`src/rtl/pipe_stage_reg_if.sv`:
```
// Handshake bundle between two pipeline stages: upstream valid/ready in, downstream valid/ready out.
// The slave modport is the register's view; master is the surrounding stages' view.
interface pipe_stage_reg_if #(
  parameter int WIDTH = 272
);
  logic [WIDTH-1:0] In_Data;
  logic             In_Valid;
  logic             In_Ready;
  logic [WIDTH-1:0] Out_Data;
  logic             Out_Valid;
  logic             Out_Ready;
  logic             Flush;
  logic [1:0]       Count;

  modport slave (
    input  In_Data, In_Valid, Out_Ready, Flush,
    output In_Ready, Out_Data, Out_Valid, Count
  );

  modport master (
    output In_Data, In_Valid, Out_Ready, Flush,
    input  In_Ready, Out_Data, Out_Valid, Count
  );
endinterface

```
`src/rtl/pipe_stage_reg.sv`:
```
// Inter-stage pipeline register with valid/ready handshake, flush-to-bubble and an
// optional two-entry skid buffer that makes In_Ready a registered signal.
module pipe_stage_reg #(
  parameter int               WIDTH  = 272,
  parameter logic [WIDTH-1:0] BUBBLE = {WIDTH{1'b0}},
  parameter bit               SKID   = 1'b1
) (
  input logic              Clk,
  input logic              Rst,
  pipe_stage_reg_if.slave  bus
);

  // Occupancy doubles as the FSM state, so Count is a direct view of it.
  typedef enum logic [1:0] {
    ST_EMPTY = 2'd0,
    ST_ONE   = 2'd1,
    ST_TWO   = 2'd2
  } state_e;

  state_e           state_q, state_d;
  logic [WIDTH-1:0] main_q, main_d;
  logic [WIDTH-1:0] skid_q, skid_d;
  logic             out_valid_q, out_valid_d;
  logic             in_ready_q, in_ready_d;
  logic             in_ready_s;
  logic             accept_s;
  logic             release_s;

  // Handshake qualification; without the skid slot, readiness must see Out_Ready.
  always_comb begin
    if (SKID) begin
      in_ready_s = in_ready_q;
    end else begin
      in_ready_s = !out_valid_q || bus.Out_Ready;
    end
    accept_s  = bus.In_Valid && in_ready_s;
    release_s = out_valid_q && bus.Out_Ready;
  end

  // Next-state and datapath; main is parked at BUBBLE whenever nothing valid is held.
  always_comb begin
    state_d = state_q;
    main_d  = main_q;
    skid_d  = skid_q;
    case (state_q)
      ST_EMPTY: begin
        if (accept_s) begin
          main_d  = bus.In_Data;
          state_d = ST_ONE;
        end else begin
          state_d = ST_EMPTY;
        end
      end
      ST_ONE: begin
        if (accept_s && release_s) begin
          main_d = bus.In_Data;
        end else if (accept_s && SKID) begin
          skid_d  = bus.In_Data;
          state_d = ST_TWO;
        end else if (release_s) begin
          main_d  = BUBBLE;
          state_d = ST_EMPTY;
        end else begin
          state_d = ST_ONE;
        end
      end
      ST_TWO: begin
        if (release_s) begin
          main_d  = skid_q;
          state_d = ST_ONE;
        end else begin
          state_d = ST_TWO;
        end
      end
      default: begin
        main_d  = BUBBLE;
        state_d = ST_EMPTY;
      end
    endcase

    if (bus.Flush) begin
      main_d  = BUBBLE;
      state_d = ST_EMPTY;
    end else begin
      main_d  = main_d;
    end

    out_valid_d = (state_d != ST_EMPTY);
    in_ready_d  = (state_d != ST_TWO);
  end

  // State and data registers with synchronous reset to the bubble state.
  always_ff @(posedge Clk) begin
    if (Rst) begin
      state_q     <= ST_EMPTY;
      main_q      <= BUBBLE;
      skid_q      <= BUBBLE;
      out_valid_q <= 1'b0;
      in_ready_q  <= 1'b1;
    end else begin
      state_q     <= state_d;
      main_q      <= main_d;
      skid_q      <= skid_d;
      out_valid_q <= out_valid_d;
      in_ready_q  <= in_ready_d;
    end
  end

  assign bus.Out_Data  = main_q;
  assign bus.Out_Valid = out_valid_q;
  assign bus.Count     = state_q;
  assign bus.In_Ready  = in_ready_s;

endmodule

```
`src/flat_wrapper.sv`:
```
// flat-port wrapper written by rule: the top's interface ports become plain ports
module pipe_stage_reg_flat 
#(
  parameter int               WIDTH  = 272,
  parameter logic [WIDTH-1:0] BUBBLE = {WIDTH{1'b0}},
  parameter bit               SKID   = 1'b1
)
  (Clk, Rst, bus_In_Data, bus_In_Valid, bus_Out_Ready, bus_Flush, bus_In_Ready, bus_Out_Data, bus_Out_Valid, bus_Count);
  pipe_stage_reg_if #(.WIDTH(WIDTH)) bus_i ();
  input logic Clk;
  input logic Rst;
  input wire logic [$bits(bus_i.In_Data)-1:0] bus_In_Data;
  input wire logic [$bits(bus_i.In_Valid)-1:0] bus_In_Valid;
  input wire logic [$bits(bus_i.Out_Ready)-1:0] bus_Out_Ready;
  input wire logic [$bits(bus_i.Flush)-1:0] bus_Flush;
  output wire logic [$bits(bus_i.In_Ready)-1:0] bus_In_Ready;
  output wire logic [$bits(bus_i.Out_Data)-1:0] bus_Out_Data;
  output wire logic [$bits(bus_i.Out_Valid)-1:0] bus_Out_Valid;
  output wire logic [$bits(bus_i.Count)-1:0] bus_Count;
  assign bus_i.In_Data = bus_In_Data;
  assign bus_i.In_Valid = bus_In_Valid;
  assign bus_i.Out_Ready = bus_Out_Ready;
  assign bus_i.Flush = bus_Flush;
  assign bus_In_Ready = bus_i.In_Ready;
  assign bus_Out_Data = bus_i.Out_Data;
  assign bus_Out_Valid = bus_i.Out_Valid;
  assign bus_Count = bus_i.Count;
  pipe_stage_reg #(.WIDTH(WIDTH), .BUBBLE(BUBBLE), .SKID(SKID)) u_core (.Clk(Clk), .Rst(Rst), .bus(bus_i));
endmodule
```
`config.mk`:
```
export PLATFORM = sky130hd
export DESIGN_NAME = pipe_stage_reg_flat
export DESIGN_NICKNAME = d
export VERILOG_FILES = /design/src/rtl/pipe_stage_reg_if.sv /design/src/rtl/pipe_stage_reg.sv /design/src/flat_wrapper.sv
export SDC_FILE = /design/constraint.sdc
export NUM_CORES = 1
export LEC_CHECK = 0
export BUFFER_PORTS_ARGS = -buffer_cell sky130_fd_sc_hd__buf_2
export CAP_MARGIN = 20
export CORE_MARGIN = 3
export CORE_UTILIZATION = 45
export DETAILED_ROUTE_END_ITERATION = 12
export MAX_ROUTING_LAYER = met4
export PLACE_DENSITY_LB_ADDON = 0.25
export SKIP_CTS_REPAIR_TIMING = 1
export SYNTH_ARGS = -nofsm -noshare
export SYNTH_HDL_FRONTEND = slang
export SYNTH_SLANG_ARGS = --single-unit
```
`constraint.sdc`:
```
create_clock -name Clk -period 1.9 [get_ports Clk]
set_input_delay 0.285 -clock Clk [delete_from_list [all_inputs] [get_ports Clk]]
set_output_delay 0.285 -clock Clk [all_outputs]
set_load 0.005 [all_outputs]
```
Word-level counts from Yosys, hierarchy flattened

Cells that the tools add are included.

Flip-flop bits (word level): 548
Bits of input ports: 277
Output and inout port bits: 276

Equality and inequality tests: 7
Muxes and demuxes: 13
Bitwise gates (word level): 1
Reductions and logical operators: 8

Operator list:

| cell                                                             | number |
|---|---|
| 272-bit 2-to-1 mux                                               | 5 |
| 272-bit one-hot mux with 3 select lines                          | 1 |
| 2-bit 2-to-1 mux                                                 | 4 |
| 2-bit one-hot mux with 3 select lines                            | 1 |
| 2-bit by 1-bit != test with 1-bit output (second input constant) | 2 |
| 4-bit AND reduction                                              | 1 |
| 1-bit logical AND                                                | 3 |
| 3-bit by 1-bit != test with 1-bit output (second input constant) | 1 |
| 3-bit != test (second input constant)                            | 1 |
| 3-bit AND reduction                                              | 1 |
| 2-bit by 1-bit == test with 1-bit output (second input constant) | 1 |
| 2-bit == test (second input constant)                            | 1 |
| 2-bit zero test                                                  | 1 |
| 1-bit 2-to-1 mux                                                 | 2 |
| 2-bit != test (second input constant)                            | 1 |
| 2-bit nonzero test                                               | 1 |
| 2-bit OR reduction                                               | 1 |
| 1-bit inverter                                                   | 1 |

Longest topological paths before layout

Gate-level depths: netlist (run 1).

Depth in word-level cells: 7
Gate-level depth with buffers: 8
Mapped depth without buffers: 4

Least setup slack after synthesis (run 1)

No wires, ideal clock.

Kind: reg-to-reg
Start: register u_core.out_valid_q, in the netlist u_core.bus.Out_Valid
End: register u_core.skid_q[152]
Setup time: 0.132 ns
Data arrival time: 1.528 ns
Required time: 1.768 ns
Setup slack: 0.240 ns
Stages on the path, launching flop included: 8
Path buffers: 3
Clock period less this slack: 1.660 ns
Cells stage by stage: dfxtp_1 > and2_1 > or3_1 > clkbuf_1 > buf_2 > buf_2 > nand2_1 > a21oi_1

Longest elaborated chain between the ends: 4

Ends and longest elaborated chain:

| item                          | RTL line              | text |
|---|---|---|
| from (decl)                   | pipe_stage_reg.sv:23  | `logic out_valid_q, out_valid_d;` |
| from (signal assigned)        | pipe_stage_reg.sv:104 | `out_valid_q <= out_valid_d;` |
| 1-bit logical AND             | pipe_stage_reg.sv:37  | `release_s = out_valid_q && bus.Out_Ready;` |
| 1-bit logical AND             | pipe_stage_reg.sv:55  | `if (accept_s && release_s) begin` |
| 1-bit inverter (no line)      | -                     |  |
| 3-bit AND reduction (no line) | -                     |  |
| to (signal assigned)          | pipe_stage_reg.sv:103 | `skid_q <= skid_d;` |
| to (decl)                     | pipe_stage_reg.sv:22  | `logic [WIDTH-1:0] skid_q, skid_d;` |

No other way between the ends.
A chain may end at the register's enable or synchronous reset.

Worst setup path after layout (run 1)

Start: register u_core.state_q[1], in the netlist u_core.bus.Count[1]
End: register u_core.skid_q[193]

Longest elaborated chain between the ends: 2

Ends and longest elaborated chain:

| item                                     | RTL line              | text |
|---|---|---|
| from (decl)                              | pipe_stage_reg.sv:20  | `state_e state_q, state_d;` |
| from (signal assigned)                   | pipe_stage_reg.sv:101 | `state_q <= state_d;` |
| 2-bit by 1-bit == test with 1-bit output | pipe_stage_reg.sv:45  | `case (state_q)` |
| 3-bit AND reduction (no line)            | -                     |  |

No other way between the ends.

==> results.toml, run 1 <==
[status]
status = "finished, violations left"
violations = "negative hold slack"

[timing]
post-route-min-period_ns = 1.86
slew_viol_final = 0
fin_tns_setup_ns = 0
max_freq_mhz = 538
fin_crit_sh = 0.979
hold_viol = 1
finalSetupViolations = 0
max-slew-margin-rel = 0.447
holdWs_ns = -0.0135
worstMarginPinSlew_ns = 0.829
skew_ns = 0.0193

[global_route]
track_usage = 0.278
first_global_vias = 22700
grt-ovfl-total = 0
antenna_found_initial = 6
grt_pass1_wl_mm = 131
grt_max_degree = 162

[place]
gp_congestion = 0.855
port-buffer-count = 552
dp_hpwl_mm = 53.2

[layout]
regArea_um2 = 11000
drive_gt1_frac = 0.187
area_growth_pct = 34.5
fill_cells = 4843
multi_input_area_um2 = 12800
final_nets = 4293

[synthesis]
synth.cell_area_um2 = 25100
syn_avg_cell_area_um2 = 7.48
synth_top_area_cell = "dfxtp_1"
yosys-top-cells-area = "dfxtp_1, nand2_1, a21oi_1, mux2i_1, o22ai_1"
seq_area_frac_synth = 0.437
synthArstFlopShare = 0
synth_most_common_cell = "nand2_1"
ys_ff_latch = 548
synth_common_cells = "nand2_1, dfxtp_1, a21oi_1"
synth_ff_type = "dfxtp_1"
synth_edf_count = 0
synth.distinct_cells = 27
yosys_warnings = 0
synth.top_cell.area_share = 0.437
synth_nets = 3632
syn_inst = 3355

[power_and_ir_drop]
p_leak_nw = 13.5
p_total_w = 0.0273
p_per_area_nw_per_um2 = 809
ir_drop_mv = 0.788

[hold_path]
hp-class = "input port to flip-flop"

[floorplanning]
start_util = 0.461
io_pins = 553
die_width_um = 242
die-area_um2 = 58600
core.rowCount = 85
chipHeight_um = 242
fp.coreArea_um2 = 54500

[setup_path]
cp.required_ns = 2.35
critPathLaunchType = "flip-flop"
path_max_fanout = 97
cp-end-kind = "flip-flop"
crit_arrival_ns = 2.31
critPathKind = "flip-flop to flip-flop"

[clock_network]
clock_path_buffers = 3
clockRootBuffer = "clkbuf_16"
cts_max_level = 2
numCtsBuffers = 58
clk_latency_ns = 0.60
cts.sink_count = 548
cts_tree = "built"
clkTransAtPathRegs_ns = 0.06

[run]
cap_violations = 0

[route]
vias_per_cell = 5.62
drcViolationCount = 0
wl_per_cell_um = 18.9
dr.first_iter.drc_count = 2564
drt-total-wl_mm = 91.0
drt.antenna.violating_nets = 0
dr_total_vias = 27000
dr.pass1.iters = 6
logic make-up after synthesis:
kind of cell / count (synthesis) / share of synthesized area
multiplexers: 272 / 0.109
AND/OR/NAND/NOR: 1105 / 0.167
flip-flops: 548 / 0.437
buffers and inverters: 334 / 0.0542
AO/OA/AOI/OAI: 1096 / 0.233
report_power, final:
group          leakage, nW  switching (W)  internal, W
Sequential            4.44       0.000190       0.0118
Combinational         8.09        0.00210      0.00162
Clock                0.945        0.00473      0.00682
metrics by stage:
| stage | setup slack (ns) | instances | util | instance area, um2 |
|---|---|---|---|---|
| detailed placement | 0.0557 | 4414 | 0.529 | 28800 |
| finish | 0.0398 | 4803 | 0.619 | 33700 |
| global placement | 0.0479 | 4414 | 0.529 | 28800 |
| floorplan | 0.240 | 3355 | - | 25100 |
| global route | -0.0530 | 4802 | 0.619 | 33700 |
| CTS | -0.396 | 4514 | 0.564 | 30700 |
worst max-delay path, cell delays in order, from the launching register on:
cell and delay (ns):
dfxtp_4 0.39, nand2b_1 0.17, buf_4 0.16, or3_4 0.40, buf_16 0.23, nand2_1 0.16, a21oi_1 0.07
placed cells by master (no fill, tap or decap), types with 2 or more instances in the layout:
cell type	count
buf_6	5
buf_16	4
clkbuf_1	13
a21oi_1	547
clkinv_2	8
mux2i_1	272
dlygate4sd3_1	271
nand2b_1	2
nand2_1	1091
clkbuf_8	12
o21ai_1	80
clkbuf_16	67
dfxtp_1	545
diode_2	8
bufinv_16	4
buf_12	45
o21ai_0	193
nand4b_1	2
buf_2	550
dfxtp_4	3
buf_4	52
o22ai_1	272
final cells by class:
type,instances,share of cell area
Multi-Input combinational cell,2473,0.379
Sequential cell,548,0.326
Timing Repair Buffer,934,0.210
Clock buffer,86,0.0516
Tap cell,739,0.0274
Clock inverter,14,0.00523
Antenna cell,8,0.000594
Inverter,1,0.000111
metal layers:
metal  track usage  part of all wire  up-vias
met4        0.0778             0.026        0
li1              -                 -    12800
met5             -                 0        -
met1         0.369              0.43    12800
met3        0.0520             0.072      164
met2         0.436              0.47     1151
flip-flops by register name, summed over array words and instances, names as in the netlist:
signal                flops
u_core.bus.Out_Data     272
u_core.skid_q           272
u_core.bus.Out_Valid      1
u_core.bus.Count          2
u_core.bus.In_Ready       1
path summary, 6_finish.rpt:
path | startpoint | to | slack [ns] | depth (start not counted)
worst max-delay path | u_core.bus.Count[1] | u_core.skid_q[193] | 0.04 | 6
worst min-delay path | bus_In_Data[271] | u_core.skid_q[271] | -0.01 | 3
worst max register to register | u_core.bus.Count[1] | u_core.skid_q[193] | 0.04 | 6
worst min register to register | u_core.skid_q[183] | u_core.skid_q[183] | 0.45 | 2
No activity file was read; power rests on OpenSTA's default activity.
==> inputs of run 2 (changes only) <==
--- a/config.mk
+++ b/config.mk
@@ -12,7 +12,7 @@
 export DETAILED_ROUTE_END_ITERATION = 12
 export MAX_ROUTING_LAYER = met4
 export PLACE_DENSITY_LB_ADDON = 0.25
-export SKIP_CTS_REPAIR_TIMING = 1
+export SLEW_MARGIN = 15
 export SYNTH_ARGS = -nofsm -noshare
 export SYNTH_HDL_FRONTEND = slang
 export SYNTH_SLANG_ARGS = --single-unit
==> constraint.sdc (replaced) <==
create_clock -name Clk -period 1.9 [get_ports Clk]
set_input_delay 0.38 -clock Clk [delete_from_list [all_inputs] [get_ports Clk]]
set_output_delay 0.38 -clock Clk [all_outputs]
set_load 0.005 [all_outputs]
==> run 2 against run 1 <==
Against the previous run: the run now ends clean; sequential cell count stayed put; hold slack improved by 0.051 ns; global-route usage is 1.2 points higher; combinational power down 7.3%; clock power hardly changed; count of clock-buffer cells in the layout grew 1.
==> results.toml, run 2 (same netlist as run 1, synthesis figures left out) <==
[status]
status = "complete, no violations"

[layout]
drive_gt1_frac = 0.205
regArea_um2 = 11000
multi_input_area_um2 = 12800
area_growth_pct = 29.0
final_common_cell = "nand2_1"
final_cell_mix = "nand2_1, buf_2, a21oi_1"
fill_cells = 5097
final_nets = 4137
post-route-util = 0.594

[clock_network]
clk_latency_ns = 0.61
numCtsBuffers = 58
cts_tree = "built"
clkTransAtPathRegs_ns = 0.06
cts_max_level = 2
clock_path_buffers = 3
clockRootBuffer = "clkbuf_16"
cts.sink_count = 548

[route]
dr.pass1.iters = 6
wl_per_cell_um = 18.8
drt.antenna.violating_nets = 0
vias_per_cell = 5.59
dr.first_iter.drc_count = 1900
drt-total-wl_mm = 87.9
dr_total_vias = 26100
drcViolationCount = 0

[setup_path]
crit_arrival_ns = 1.47
cp_slowest_stage_delay_ns = 0.36
cp.required_ns = 1.52
crit_top_cell = "buf_12"
cp-startpoint = "u_core.bus.Count[1]"
cp_cell_sequence = "buf_12 -> buf_16 -> buf_12 -> buf_6"
cp-end-kind = "output pin"
r2r_end = "u_core.bus.Out_Data[121]"
reg2reg_from = "u_core.bus.Count[1]"
critPathLaunchType = "flip-flop"
reg2reg_slack_ns = 0.09
path_delay_family = "buffers and inverters"
path_max_fanout = 5
crit_end = "bus_Count[1]"
critPathKind = "flip-flop to output pin"
r2r_cells = 7
path_buf_inv = 4
cp_slowest_cell = "dfxtp_4"
cp.depth = 4

[floorplanning]
chipHeight_um = 242
fp.coreArea_um2 = 54500
die-area_um2 = 58600
die_width_um = 242
start_util = 0.461
core.rowCount = 85
io_pins = 553

[global_route]
grt_pass1_wl_mm = 136
first_global_vias = 24000
grt-ovfl-total = 0
antenna_found_initial = 25
track_usage = 0.290
grt_max_degree = 116

[run]
cap_violations = 0

[timing]
slew_viol_final = 0
hold_viol = 0
fin_crit_sh = 0.975
max-slew-margin-rel = 0.527
post-route-min-period_ns = 1.85
skew_ns = 0.0234
worstMarginPinSlew_ns = 0.710
fin_tns_setup_ns = 0
rsz0062_at_grt = "yes"
finalSetupViolations = 0
max_freq_mhz = 540

[hold_path]
hp-class = "input port to flip-flop"

[place]
gp_congestion = 0.856
dp_hpwl_mm = 55.0
port-buffer-count = 552

[power_and_ir_drop]
p_leak_nw = 12.9
p_per_area_nw_per_um2 = 832
ir_drop_mv = 0.753
run 2: area by class of cell:
| cell class | instances | area share |
|---|---|---|
| multi-input cells | 2473 | 0.396 |
| flip-flops and latches | 548 | 0.340 |
| repair buffers | 778 | 0.175 |
| clock buffers | 87 | 0.0535 |
| well taps | 739 | 0.0286 |
| clock inverters | 15 | 0.00522 |
| diodes | 30 | 0.00232 |
| inverters | 1 | 0.000116 |
run 2: timing repair:
| action | 4_1_cts | 5_1_grt |
|---|---|---|
| gates resized for setup | 7 | 16 |
| gates cloned | 4 | 1 |
| endpoints found under the hold margin | 82 | 0 |
| endpoints found under the setup margin | 7 | 68 |
| pin swaps | 1 | 2 |
| setup buffers | 9 | 4 |
| hold buffers | 82 | 0 |
run 2: where the power goes:
group | internal, W | switching [W] | leakage, nW
clock network | 0.00667 | 0.00478 | 0.944
registers | 0.0118 | 0.000188 | 4.44
logic | 0.00144 | 0.00201 | 7.55
total | 0.0199 | 0.00698 | 12.9
run 2: metal layers:
layer  share of wire  vias up  track usage
li1                -    12600            -
met1            0.42    12400        0.380
met2            0.48      999        0.461
met3           0.071      155       0.0411
met4           0.030        0       0.0995
met5               0        -            -
run 2: how the worst min path moves through the flow:
stage | from | end | slack, ns | cells past startpoint
after floorplan | u_core.skid_q[0] | u_core.skid_q[0] | 0.44 | 2
after global placement | u_core.skid_q[154] | u_core.skid_q[154] | 0.44 | 2
after detailed placement | u_core.skid_q[141] | u_core.skid_q[141] | 0.45 | 2
after CTS | bus_In_Data[106] | u_core.skid_q[106] | 0.0002 | 3
after global routing | bus_In_Data[98] | u_core.skid_q[98] | 0.02 | 3
final | bus_In_Data[176] | u_core.skid_q[176] | 0.04 | 3
run 2: metrics by stage:
step           setup WS (ns)  total power (W)  area [um2]  hold slack, ns  cells
2_1_floorplan          0.223           0.0140       25100           0.436   3355
5_1_grt             -0.00472           0.0279       32300          0.0179   4666
3_5_place_dp          -0.187           0.0154       29200           0.446   4439
4_1_cts              -0.0410           0.0270       32100        0.000157   4636
6_report              0.0473           0.0269       32300          0.0377   4671
3_3_place_gp          -0.167           0.0154       29200           0.441   4439
run 2: worst reg2reg max path, cell delays in order (launching register included):
cell,delay (ns)
dfxtp_4,0.36
buf_4,0.16
nand4b_1,0.30
buf_12,0.25
buf_12,0.19
o22ai_1,0.22
nand2_1,0.13
a21oi_2,0.14
==> inputs of run 3 (changes only) <==
--- a/config.mk
+++ b/config.mk
@@ -5,10 +5,11 @@
 export SDC_FILE = /design/constraint.sdc
 export NUM_CORES = 1
 export LEC_CHECK = 0
+export ABC_AREA = 1
 export BUFFER_PORTS_ARGS = -buffer_cell sky130_fd_sc_hd__buf_2
 export CAP_MARGIN = 20
 export CORE_MARGIN = 3
-export CORE_UTILIZATION = 45
+export CORE_UTILIZATION = 55
 export DETAILED_ROUTE_END_ITERATION = 12
 export MAX_ROUTING_LAYER = met4
 export PLACE_DENSITY_LB_ADDON = 0.25
==> run 3 against run 2 <==
Against the previous run: cell count increased by 1.2%; sequential power about the same; global-route usage increased by 4.3 points; combinational power increased by 3%; final area decreased by 4.3%; critical path type is now flip-flop to flip-flop; non-clock buffer count decreased by 90; synthesized area decreased by 1.3%; highest routed layer unchanged; sequential cell count unchanged; largest cell class unchanged.
==> results.toml, run 3 <==
[clock_network]
clockRootBuffer = "clkbuf_16"
cts_max_level = 2
cts_tree = "built"
numCtsBuffers = 56
cts.sink_count = 548
clock_path_buffers = 3
clk_latency_ns = 0.60
cts_hold_buffers = 0
clkTransAtPathRegs_ns = 0.06
post_cts_buffers = 0

[layout]
finalNonFillerCells = 4728
drive_gt1_frac = 0.193
final_cell_mix = "nand2_1, nand3_1, buf_2"
final_nets = 4319
multi_input_area_um2 = 11400
area_growth_pct = 25.0
final_common_cell = "nand2_1"
fill_cells = 3830
regArea_um2 = 11000

[route]
drcViolationCount = 0
drt-total-wl_mm = 81.4
dr.pass1.iters = 6
dr.first_iter.drc_count = 3064
wl_per_cell_um = 17.2
dr_total_vias = 26800
vias_per_cell = 5.66
drt.antenna.violating_nets = 0

[synthesis]
synth_most_common_cell = "nand2_1"
seq_area_frac_synth = 0.443
yosys_warnings = 0
synth_edf_count = 0
synth_top_area_cell = "dfxtp_1"
synth.top_cell.area_share = 0.443
synthArstFlopShare = 0
synth_ff_type = "dfxtp_1"
synth.cell_area_um2 = 24700
yosys-top-cells-area = "dfxtp_1, nand3_1, nand2_1, a21oi_1, o21ai_0"
ys_ff_latch = 548
syn_inst = 3626
syn_avg_cell_area_um2 = 6.83
synth_common_cells = "nand2_1, nand3_1, dfxtp_1"
synth.distinct_cells = 15
synth_nets = 3903

[timing]
worstMarginPinSlew_ns = 0.405
max-slew-margin-rel = 0.730
holdWs_ns = 0.0854
rsz0062_at_grt = "no"
finalSetupViolations = 0
skew_ns = 0.0134
hold_viol = 0
post-route-min-period_ns = 1.79
fin_tns_setup_ns = 0
slew_viol_final = 0
max_freq_mhz = 558
setup_slack_ns = 0.109
fin_crit_sh = 0.943

[global_route]
track_usage = 0.334
grt_pass1_wl_mm = 127
grt_max_degree = 90
antenna_found_initial = 51
grt-ovfl-total = 0
first_global_vias = 23700

[power_and_ir_drop]
p_per_area_nw_per_um2 = 874
ir_drop_mv = 0.694
p_total_w = 0.0270
p_leak_nw = 13.1

[place]
gp_congestion = 0.877
dp_hpwl_mm = 54.0
preCtsSetupSlack_ns = 0.0901
port-buffer-count = 552
placedCellCount = 4576

[status]
status = "complete, no violations"

[setup_path]
cp-end-kind = "flip-flop"
cp.required_ns = 2.43
critPathKind = "flip-flop to flip-flop"
cp_cell_sequence = "buf_4 -> nor2_4 -> buf_12 -> buf_12 -> nand3_1 -> nand3_1 -> nand2_1 -> a21oi_1"
critPathLaunchType = "flip-flop"
cp_slowest_stage_delay_ns = 0.36
reg2reg_from = "u_core.bus.Count[1]"
path_max_fanout = 34
cp_slowest_cell = "dfxtp_1"
crit_arrival_ns = 2.32
cp-startpoint = "u_core.bus.Count[1]"

[hold_path]
min_from = "bus_In_Data[77]"
hp-class = "input port to flip-flop"

[floorplanning]
start_util = 0.558
die_width_um = 218
core.rowCount = 77
chipHeight_um = 218
fp.coreArea_um2 = 44300
io_pins = 553
die-area_um2 = 47600

[run]
cap_violations = 0
==> run 3: changes by cell type in the layout (fill, tap and decap cells not counted), moves of 15 or more <==
cell / before / now
nand3_1: 1 / 819
inv_1: 1 / 277
mux2i_1: 272 / 0
nand2_1: 1091 / 823
o22ai_1: 268 / 0
dlygate4sd3_1: 82 / 0
o21ai_0: 193 / 273
o21ai_1: 80 / 0
buf_12: 56 / 81
diode_2: 30 / 54
buf_4: 70 / 55
==> run 3: per-stage QoR <==
stage | area, um2 | util
5_1_grt | 30900 | 0.698
2_1_floorplan | 24800 | -
3_3_place_gp | 29000 | 0.653
6_report | 30900 | 0.698
4_1_cts | 30800 | 0.695
3_5_place_dp | 29000 | 0.653
==> run 3: what timing repair did <==
item	CTS	global route
endpoints found under the setup margin	0	4
gates resized for setup	0	1
endpoints found under the hold margin	0	0
==> run 3: area by class of cell <==
cell class	instances	area share
timing repair buffer	688	0.155
antenna	54	0.00437
sequential	548	0.355
clock inverter	15	0.00647
inverter	280	0.0341
tap	592	0.0239
clock buffer	83	0.0535
multi-input combinational	2468	0.368
==> run 3: logic make-up after synthesis <==
group | count (synthesis) | synth area share
AOI/OAI and AO/OA | 818 | 0.166
buffers and inverters | 610 | 0.0994
DFF | 548 | 0.443
and+or+nand+nor | 1650 | 0.292
==> run 3: path summary, 6_finish.rpt <==
path / to / slack [ns] / cells past startpoint
worst max-delay path: u_core.bus.Out_Data[38] / 0.11 / 8
worst min-delay path: u_core.skid_q[77] / 0.09 / 3
worst max register to register: u_core.bus.Out_Data[38] / 0.11 / 8
worst min register to register: u_core.skid_q[93] / 0.44 / 2
==> run 3: worst max-delay path: cells and delay by family (launching register included) <==
family	cells	cell delay (ns)
buffers and inverters	3	0.66
AO/OA/AOI/OAI	1	0.13
AND/OR/NAND/NOR	4	0.51
flip-flops	1	0.36
==> run 3: power by group <==
part | internal [W] | leakage (nW) | switching, W | total, W
combinational | 0.00141 | 7.70 | 0.00213 | 0.00354
sequential | 0.0120 | 4.45 | 0.000267 | 0.0122
clock | 0.00665 | 0.921 | 0.00463 | 0.0113
==> run 3: layer usage <==
layer | vias up | global-route usage | routed length [um]
met5 | - | - | 0
met4 | 0 | 0.173 | 3900
met3 | 209 | 0.0695 | 7510
li1 | 12900 | - | -
met1 | 12300 | 0.433 | 33200
met2 | 1278 | 0.492 | 36700
